[config.mk]
export PLATFORM = sky130hd
export DESIGN_NAME = sap_control_unit
export DESIGN_NICKNAME = d
export VERILOG_FILES = /design/src/rtl/sap_control_unit.sv
export SDC_FILE = /design/constraint.sdc
export NUM_CORES = 1
export LEC_CHECK = 0
export CORE_AREA = 5 5 46 48
export CTS_CLUSTER_DIAMETER = 30
export CTS_CLUSTER_SIZE = 40
export DETAILED_ROUTE_END_ITERATION = 8
export DIE_AREA = 0 0 51 53
export PLACE_DENSITY = 0.87
export RECOVER_POWER = 50
export SETUP_SLACK_MARGIN = 0.5
export SYNTH_ARGS = -nofsm -noshare
export SYNTH_HDL_FRONTEND = slang
export SYNTH_SLANG_ARGS = --single-unit
[constraint.sdc]
create_clock -name clk -period 2.7 [get_ports clk]
set_clock_uncertainty 0.2 [all_clocks]
set_input_delay 0.27 -clock clk [delete_from_list [all_inputs] [get_ports clk]]
set_output_delay 0.27 -clock clk [all_outputs]
set_load 0.05 [all_outputs]
[src/rtl/sap_control_unit.sv]
// ---------------------------------------------------------------------------
// sap_control_unit
//   Microsequencer for the 8-bit bus CPU. Steps a five-state T counter and
//   decodes the 4-bit opcode into per-cycle control strobes. Strobes are
//   combinational from step/opcode/flags/halted; only step and halted are
//   registered.
//
//   Build option: define CU_COND_JUMP_EN to enable JC (0111) / JZ (1000).
//   Without it those opcodes decode as NOP and cf/zf are ignored.
//
//   Parameter:
//     EARLY_END  1: return to T0 right after an instruction's last active step
//                0: always run T0..T4
//
//   Ports:
//     clk, rst          clock, asynchronous active-high reset
//     opcode[3:0]       upper nibble of the instruction register
//     cf, zf            registered ALU carry / zero flags
//     step[2:0]         current T-state (0..4)
//     halted            sticky halt indicator, cleared only by rst
//     co ce j           PC out / increment / load
//     mi ro ri          MAR load, RAM out, RAM write
//     ii io             IR load, IR operand out
//     ai ao bi          A load, A out, B load
//     alu_eo alu_sub    ALU result out, subtract select
//     oi                output register load
// ---------------------------------------------------------------------------
module sap_control_unit #(
    parameter int unsigned EARLY_END = 1
) (
    input  logic       clk,
    input  logic       rst,
    input  logic [3:0] opcode,
    input  logic       cf,
    input  logic       zf,
    output logic [2:0] step,
    output logic       halted,
    output logic       co,
    output logic       ce,
    output logic       j,
    output logic       mi,
    output logic       ro,
    output logic       ri,
    output logic       ii,
    output logic       io,
    output logic       ai,
    output logic       ao,
    output logic       bi,
    output logic       alu_eo,
    output logic       alu_sub,
    output logic       oi
);

    localparam logic [2:0] T0 = 3'd0;
    localparam logic [2:0] T1 = 3'd1;
    localparam logic [2:0] T2 = 3'd2;
    localparam logic [2:0] T3 = 3'd3;
    localparam logic [2:0] T4 = 3'd4;

    localparam logic [3:0] OP_NOP = 4'h0;
    localparam logic [3:0] OP_LDA = 4'h1;
    localparam logic [3:0] OP_ADD = 4'h2;
    localparam logic [3:0] OP_SUB = 4'h3;
    localparam logic [3:0] OP_STA = 4'h4;
    localparam logic [3:0] OP_LDI = 4'h5;
    localparam logic [3:0] OP_JMP = 4'h6;
    localparam logic [3:0] OP_JC  = 4'h7;
    localparam logic [3:0] OP_JZ  = 4'h8;
    localparam logic [3:0] OP_OUT = 4'hE;
    localparam logic [3:0] OP_HLT = 4'hF;

    logic [2:0] step_next;
    logic       halted_next;
    logic [2:0] last_step;
    logic       jump_taken;
    logic       active;

`ifdef CU_COND_JUMP_EN
    // Flags are sampled live; the ALU registers them on the ADD/SUB T4 edge.
    assign jump_taken = ((opcode == OP_JC) && cf) || ((opcode == OP_JZ) && zf);
`else
    logic unused_flags;
    assign jump_taken   = 1'b0;
    assign unused_flags = cf ^ zf;
`endif

    // Strobes are suppressed during reset and after halt.
    assign active = !rst && !halted;

    // State register
    always_ff @(posedge clk or posedge rst) begin
        if (rst) begin
            step   <= T0;
            halted <= 1'b0;
        end else begin
            step   <= step_next;
            halted <= halted_next;
        end
    end

    // Last step that does useful work, used for early termination.
    always_comb begin
        last_step = T1;
        case (opcode)
            OP_LDA, OP_STA:         last_step = T3;
            OP_ADD, OP_SUB:         last_step = T4;
            OP_LDI, OP_JMP, OP_OUT: last_step = T2;
            OP_HLT:                 last_step = T2;
`ifdef CU_COND_JUMP_EN
            OP_JC, OP_JZ:           last_step = jump_taken ? T2 : T1;
`endif
            default:                last_step = T1;
        endcase
    end

    // Next-state: HLT freezes at T2 with halted set; otherwise advance/wrap.
    always_comb begin
        step_next   = step;
        halted_next = halted;
        if (!halted) begin
            if ((step == T2) && (opcode == OP_HLT)) begin
                halted_next = 1'b1;
            end else if ((EARLY_END != 0) && (step == last_step)) begin
                step_next = T0;
            end else if (step >= T4) begin
                step_next = T0;
            end else begin
                step_next = step + 3'd1;
            end
        end
    end

    // Control strobe decode
    always_comb begin
        co      = 1'b0;
        ce      = 1'b0;
        j       = 1'b0;
        mi      = 1'b0;
        ro      = 1'b0;
        ri      = 1'b0;
        ii      = 1'b0;
        io      = 1'b0;
        ai      = 1'b0;
        ao      = 1'b0;
        bi      = 1'b0;
        alu_eo  = 1'b0;
        alu_sub = 1'b0;
        oi      = 1'b0;
        if (active) begin
            case (step)
                T0: begin
                    co = 1'b1;
                    mi = 1'b1;
                end
                T1: begin
                    ro = 1'b1;
                    ii = 1'b1;
                    ce = 1'b1;
                end
                T2: begin
                    case (opcode)
                        OP_LDA, OP_ADD, OP_SUB, OP_STA: begin
                            io = 1'b1;
                            mi = 1'b1;
                        end
                        OP_LDI: begin
                            io = 1'b1;
                            ai = 1'b1;
                        end
                        OP_JMP: begin
                            io = 1'b1;
                            j  = 1'b1;
                        end
`ifdef CU_COND_JUMP_EN
                        OP_JC, OP_JZ: begin
                            io = jump_taken;
                            j  = jump_taken;
                        end
`endif
                        OP_OUT: begin
                            ao = 1'b1;
                            oi = 1'b1;
                        end
                        default: ;
                    endcase
                end
                T3: begin
                    case (opcode)
                        OP_LDA: begin
                            ro = 1'b1;
                            ai = 1'b1;
                        end
                        OP_ADD, OP_SUB: begin
                            ro = 1'b1;
                            bi = 1'b1;
                        end
                        OP_STA: begin
                            ao = 1'b1;
                            ri = 1'b1;
                        end
                        default: ;
                    endcase
                end
                T4: begin
                    if ((opcode == OP_ADD) || (opcode == OP_SUB)) begin
                        alu_eo  = 1'b1;
                        ai      = 1'b1;
                        alu_sub = (opcode == OP_SUB);
                    end
                end
                default: ;
            endcase
        end
    end

endmodule

==> summary.txt, run 1 <==
Status
  – Status: finished clean

Power and ir drop
  – LEAKAGE: 0.502 nW
  – Pwr dens: 751 mW/mm^2
  – VDD IR max: 0.000832 V

Global routing
  – Global-route wire length before repair: 3230 um
  – Antenna violations before repair: 0
  – Met2 Track Usage GR: 27.7%
  – Vias in the first global route: 718
  – All-Layer GR Usage: 15.7%
  – GR Util met1: 17.4%
  – Busiest layer in global routing: met2
  – Largest net degree at the start of global routing: 13
  – Overflow after GRT: 0
  – Routing usage on met3: 3.94%

Place
  – Placer Congestion: 0.822
  – Dpl hpwl: 1430 um
  – IO buf count: 23

Critical path
  – Crit path arrival time: 1.95 ns
  – CP cell instances: inv_1 > ha_4 > nor2b_4 > mux2i_2 > or4_4 > a21oi_4 > buf_12
  – Slowest-stage cell, CP: or4_4
  – CP Launch Type: flip-flop
  – WP data required: 2.23 ns
  – Critical path fanouts, max: 4
  – Crit Path Category: flip-flop to output port
  – Delay of the slowest critical-path stage: 0.50 ns
  – CP Capture Type: output port

Clocking
  – TritonCTS Buffers: 3
  – CTS tree: done
  – Clock Sinks: 4
  – Worst-path clk slew: 0.04 ns
  – CTS Hold Bufs: 0
  – Root Buffer: clkbuf_4
  – CTS H-tree lvls: 1
  – Clock Tree Buf Depth: 2
  – Worst-Skew Late Latency: 0.24 ns

Min path
  – Worst min-delay path class: input pin to asynchronous set/reset pin

Drt
  – Routed wire length: 1940 um
  – Routed vias: 768
  – Via/cell ratio: 5.45
  – Avg WL per Cell: 13.7 um
  – Post-route ant nets: 0
  – Post-route DRC violation count: 0
  – Starting DRC count in detailed routing: 9
  – TritonRoute pass-1 iters: 4

Timing
  – Crit share post-route: 89.6%
  – Final Max Slew Viols: 0
  – Worst slew margin: 59.5%
  – Setup violators final: 0
  – Fin crit period: 2.42 ns
  – Setup TNS Final: 0 ns
  – Min Hold Slack: 0.195 ns
  – Final hold violation count: 0
  – Achievable Freq: 413 MHz
  – RSZ-0062 raised after global routing: true
  – Worst-margin pin slew: 0.610 ns

Yosys
  – Cell variety after synth: 27
  – Netlist area before placement: 668 um^2
  – Synth warn: 0
  – Flops & latches, synth: 4
  – Seq/Total Area, Yosys: 15.0%
  – Post-Syn Area per Cell: 7.59 um^2
  – Synth Instances: 88
  – Mapped Nets: 105

Floorplan
  – Starting Density: 40.0%
  – Die Y: 53 um
  – I/O Pins: 26
  – Die area: 0.00270 mm^2
  – Die width: 51 um
  – Core ar.: 0.00167 mm^2
  – Row count: 15

Flow run
  – Max cap viols: 0

Cells and area
  – Util after Layout: 69.1%
  – Final #Nets: 142
  – ANT cells: 0
  – Area grow syn2layout: 72.7%
  – Layout cells sized above 1: 43.5%
[layout make-up]
| cell class | instances | area [um^2] |
|---|---|---|
| multi-input cells | 72 | 574 |
| fillers | 113 | 517 |
| repair buffers | 37 | 402 |
| flip-flops and latches | 4 | 104 |
| clock buffers | 4 | 26.3 |
| inverters | 7 | 26.3 |
| well taps | 17 | 21.3 |
[worst paths after layout]
path,from,to,slack (ns),cells past startpoint
worst max-delay path,step[0],ai,0.28,7
worst min-delay path,rst,halted,0.20,2
worst max register to register,step[0],step[2],0.70,7
worst min register to register,step[0],step[0],0.33,2
max in group asynchronous,rst,step[0],1.94,2
min in group clk,step[0],step[0],0.33,2
[Yosys cell counts]
master    instances  area [um^2]
dfrtp_1           4          100
inv_1             7         26.3
a32o_1            1         10.0
nand3_1           4         20.0
nor2_1           12         45.0
and2_1            2         12.5
or2_2             1         6.26
a41o_1            1         10.0
o21ai_0           5         25.0
a22oi_2           1         12.5
or4_1             1         7.51
o41ai_2           3         48.8
a21oi_2           1         8.76
mux2i_1           3         30.0
mux2_4            1         15.0
and3_1            2         12.5
nor2b_1           2         12.5
buf_4             4         30.0
a21oi_1           3         15.0
or3_1             2         12.5
nor3_1            3         15.0
ha_1              9          113
nand2b_1          5         31.3
nand2_1           8         30.0
o221ai_1          1         8.76
a31oi_1           1         6.26
clkbuf_1          1         3.75
[routing by layer]
layer	vias to the layer above	routed length [um]
met2	15	1040
met3	4	56
li1	377	-
met5	-	0
met4	0	27
met1	372	812
[timing repair]
action,4_1_cts,5_1_grt
setup buffers,6,1
resized for setup,14,8
pin swaps,4,5
hold endpoints to repair,0,0
endpoints found under the setup margin,10,10
[worst max-delay path: cells and delay by family, from the launching register on]
kind	cells	cell delay [ns]
mux	1	0.08
simple gates	2	0.64
compound gates	1	0.16
fa+ha+maj	1	0.14
buf+inv	2	0.27
flops	1	0.42
[cells by family (layout without fill, tap and decap cells)]
family | after synthesis | count (layout) | synth area share (%)
flops | 4 | 4 | 15.0
compound gates | 17 | 17 | 21.7
fa+ha+maj | 9 | 9 | 16.9
buf+inv | 12 | 48 | 8.99
simple gates | 42 | 42 | 30.7
mux | 4 | 4 | 6.74
[flip-flops by register name, summed over array words and instances, names as in the netlist]
signal and count:
halted 1, step 3
[cell usage in the layout, fill, tap and decap left out, drive strengths merged, types with 2 or more instances in the layout]
cell / instances
a21oi: 4
and2: 2
and3: 2
buf: 27
clkbuf: 6
clkdlybuf4s50: 2
dfrtp: 4
dlygate4sd3: 3
ha: 9
inv: 7
mux2i: 3
nand2: 8
nand2b: 5
nand3: 4
nor2: 12
nor2b: 2
nor3: 3
o21ai: 5
o41ai: 3
or3: 2
[metrics by stage]
stage,setup slack [ns],power (mW),cells,area (um^2)
floorplan,0.296,0.571,88,723
global placement,0.102,0.710,130,1050
detailed placement,0.0562,0.726,130,1050
CTS,0.268,0.877,140,1140
global route,0.187,0.934,141,1150
finish,0.280,0.867,141,1150
[power breakdown]
group	switching [mW]	total, mW	leakage [nW]	internal (mW)
clock	0.0281	0.0838	0.0150	0.0557
combinational	0.414	0.663	0.441	0.249
sequential	0.0290	0.120	0.0467	0.0907
total	0.471	0.867	0.502	0.396
No activity file was read; power rests on OpenSTA's default activity.
==> run 2: changes to the inputs <==
--- a/config.mk
+++ b/config.mk
@@ -8,3 +8,2 @@
 export CORE_AREA = 5 5 46 48
-export CTS_CLUSTER_DIAMETER = 30
 export CTS_CLUSTER_SIZE = 40
==> constraint.sdc (replaced) <==
create_clock -name clk -period 2.7 [get_ports clk]
set_clock_uncertainty 0.2 [all_clocks]
set_input_delay 0.54 -clock clk [delete_from_list [all_inputs] [get_ports clk]]
set_output_delay 0.54 -clock clk [all_outputs]
set_load 0.05 [all_outputs]
==> summary.txt, run 2 <==
Floorplan
  – Die Y: 53 um (unchanged)
  – Die width: 51 um (unchanged)
  – Row count: 15 (unchanged)
  – I/O Pins: 26 (unchanged)
  – Starting Density: 40.0% (unchanged)

Clocking
  – CTS H-tree lvls: 1 (unchanged)
  – TritonCTS Buffers: 3 (unchanged)
  – Root Buffer: clkbuf_4
  – Clock Tree Buf Depth: 2 (unchanged)
  – CTS Hold Bufs: 0 (unchanged)
  – Clock Sinks: 4 (unchanged)

Place
  – IO buf count: 23 (unchanged)
  – Dpl hpwl: 1840 um (+29%)
  – DP Area: 0.00126 mm^2 (+19%)
  – Worst slack, placed: -0.608 ns (-0.664 ns)
  – Placer Congestion: 0.847 (+3.1%)

Yosys
  – Ys async rst share: 100% (unchanged)
  – Mapped Nets: 105 (unchanged)
  – Seq/Total Area, Yosys: 15.0% (unchanged)
  – Netlist area before placement: 668 um^2 (unchanged)
  – Synth warn: 0 (unchanged)
  – Most common cell in the netlist: nor2_1
  – Most frequently used flop master after synthesis: dfrtp_1
  – Synth top cells by count: nor2_1, ha_1, nand2_1
  – Cell taking the most area after synthesis: ha_1
  – Flops & latches, synth: 4 (unchanged)
  – Post-Syn Area per Cell: 7.59 um^2 (unchanged)
  – Cell variety after synth: 27 (unchanged)
  – Top cell type's share of synthesized area: 16.9% (unchanged)
  – Top post-synthesis cells by area: ha_1, dfrtp_1, o41ai_2
  – Synth Instances: 88 (unchanged)
  – Post-synth EDFFs: 0 (unchanged)

Status
  – First Err: [ERROR DPL-0033] detailed placement checks failed during check placement.
  – Status: did not finish
  – Stopped at: 5_1_grt

Global routing
  – Largest net degree at the start of global routing: 10
  – Antenna violations before repair: 0

Timing
  – Worst_ep grt: ao
  – Worst_ep kind: primary output
==> run 2: timing repair <==
item / CTS
gates cloned: 0
gates resized for setup: 64
endpoints found under the setup margin: 20
setup buffers: 13
pin swaps: 11
==> run 2: logic make-up after synthesis <==
logic type	count (synthesis)	synth area share, %
compound gates	17	21.7
buf+inv	12	8.99
simple gates	42	30.7
fa+ha+maj	9	16.9
flops	4	15.0
mux	4	6.74
==> run 2: per-stage QoR <==
| step | hold slack [ns] | util (%) | instances |
|---|---|---|---|
| 4_1_cts | 0.159 | 91.8 | 155 |
| 3_5_place_dp | 0.336 | 75.3 | 139 |
| 3_3_place_gp | 0.330 | 75.3 | 139 |
| 2_1_floorplan | 0.106 | - | 88 |
==> run 3: changes to the inputs <==
CORE_AREA = 5 5 66 68   (was 5 5 46 48)
CTS_CLUSTER_SIZE = default   (was 40)
DIE_AREA = 0 0 71 73   (was 0 0 51 53)
PLACE_DENSITY = default   (was 0.87)
PLACE_DENSITY_LB_ADDON = 0.15   (was default)
SETUP_SLACK_MARGIN = default   (was 0.5)
==> summary.txt, run 3 (synthesis gave the netlist of run 1 again) <==
Status
  – Status: complete, but fails checks
  – Violated checks: negative setup slack

Place
  – Worst slack, placed: -0.438 ns (+0.171 ns)
  – IO buf count: 23 (unchanged)
  – Placer Congestion: 0.829 (-2.1%)
  – Dpl hpwl: 1830 um (-0.32%)

Drt
  – Starting DRC count in detailed routing: 38
  – Post-route ant nets: 0
  – Routed wire length: 2240 um
  – Post-route DRC violation count: 0
  – Avg WL per Cell: 12.1 um
  – TritonRoute pass-1 iters: 4
  – Via/cell ratio: 4.30
  – Routed vias: 796

Timing
  – RSZ-0062 raised after global routing: true
  – Crit share post-route: 100%
  – Fin crit period: 2.70 ns
  – Worst-margin pin slew: 0.495 ns
  – Final Max Slew Viols: 0
  – Worst slew margin: 66.9%
  – Achievable Freq: 370 MHz
  – Setup TNS Final: -0.00278 ns
  – Final hold violation count: 0
  – Final worst slack: -0.00278 ns
  – Setup violators final: 1
  – Min Hold Slack: 0.391 ns

Min path
  – Worst min-delay path class: flip-flop to flip-flop

Cells and area
  – Final #Nets: 154
  – Commonest cells after routing, fill and taps aside: buf_4, buf_12, nor2_1, nand2_1, clkdlybuf4s50_1
  – Largest register by flop count: step
  – Layout cells sized above 1: 54.8%
  – ANT cells: 0
  – Commonest non-fill, non-tap cell in the layout: buf_4
  – Util after Layout: 36.3%
  – Area grow syn2layout: 107%
  – Fillcell total: 414
  – Biggest regs: step x3, halted x1
  – Max reg flops: 3

Floorplan
  – Die width: 71 um (+39%)
  – Starting Density: 17.6% (-22 points)
  – Die area: 0.00518 mm^2
  – Core ar.: 0.00380 mm^2
  – Die Y: 73 um (+38%)
  – Row count: 23 (+8)
  – I/O Pins: 26 (unchanged)

Critical path
  – CP Capture Type: output port
  – Critical path fanouts, max: 5
  – Crit Path Category: flip-flop to output port
  – CP Launch Type: flip-flop
  – Reg2reg setup slack: 0.76 ns
  – WP data required: 1.96 ns
  – Crit path arrival time: 1.96 ns

Clocking
  – CTS tree: done
  – CTS Hold Bufs: 0 (unchanged)
  – Worst-path clk slew: 0.03 ns
  – TritonCTS Buffers: 3 (unchanged)
  – CTS H-tree lvls: 1 (unchanged)
  – Worst-Skew Late Latency: 0.21 ns
  – Root Buffer: clkbuf_8
  – Clock Sinks: 4 (unchanged)
  – Clock Tree Buf Depth: 2 (unchanged)

Global routing
  – Routing usage on met3: 1.79%
  – Antenna violations before repair: 0
  – Largest net degree at the start of global routing: 13
  – GR Util met1: 10.2%
  – Overflow after GRT: 0
  – Met2 Track Usage GR: 16.7%
  – Global-route wire length before repair: 3820 um
  – Busiest layer in global routing: met2
  – All-Layer GR Usage: 9.00%
  – Vias in the first global route: 836

Power and ir drop
  – Pwr dens: 722 mW/mm^2
  – LEAKAGE: 0.595 nW
  – Int Pwr: 0.507 mW
  – Net Sw Frac: 49.2%
  – Combinational share of power: 73.8%
  – VDD IR max: 0.000344 V
  – Net Switching: 0.490 mW
  – Clk pwr share: 12.5%
  – Flop pwr share: 13.8%

Flow run
  – Max cap viols: 0
run 3: power groups by stage:
stage | Combinational (mW) | Sequential, mW | Clock (mW)
finish | 0.735 | 0.137 | 0.124
detailed placement | 0.673 | 0.124 | 0
global route | 0.790 | 0.142 | 0.135
global placement | 0.666 | 0.124 | 0
floorplan | 0.337 | 0.205 | 0
CTS | 0.694 | 0.125 | 0.127
run 3: final cells by class:
type	count	area, um^2	area share [%]
Tap cell	50	62.6	4.53
Inverter	7	26.3	1.90
Clock buffer	3	41.3	2.99
Timing Repair Buffer	49	531	38.4
Multi-Input combinational cell	72	617	44.7
Sequential cell	4	103	7.43
run 3: timing repair:
action	CTS	global route
endpoints found under the setup margin	9	8
gates cloned	0	0
buffers inserted	1	1
pin swaps	4	5
resized for setup	23	16
run 3: metal layers:
layer | share of wire (%) | vias up
met1 | 40 | 371
met2 | 54 | 18
met5 | 0 | -
met3 | 3.6 | 4
li1 | - | 403
met4 | 2.1 | 0
run 3: metrics by stage:
step	total power, mW	instance area [um^2]	instances
after floorplan	0.542	684	88
after global routing	1.07	1380	185
final	0.997	1380	185
after CTS	0.946	1310	184
after detailed placement	0.796	1230	180
after global placement	0.790	1230	180
run 3: worst paths after layout:
path	start	end	cells after the start
max reg2reg	step[0]	step[0]	7
max in group asynchronous	rst	step[1]	2
min	step[1]	step[1]	2
min reg2reg	step[1]	step[1]	2
max	step[1]	ai	6
min in group asynchronous	rst	step[0]	2
run 3: worst max-delay path, cell delays in order (launching register included):
cell and delay [ns]:
dfrtp_2 0.43, ha_2 0.24, ha_4 0.14, mux2i_2 0.07, or4_4 0.54, a21oi_4 0.18, buf_12 0.15
==> run 4: changes to the inputs <==
CAP_MARGIN = 20   (was default)
==> results of run 4 <==
No change in the layout: final DEF, timing and power equal those of run 3.
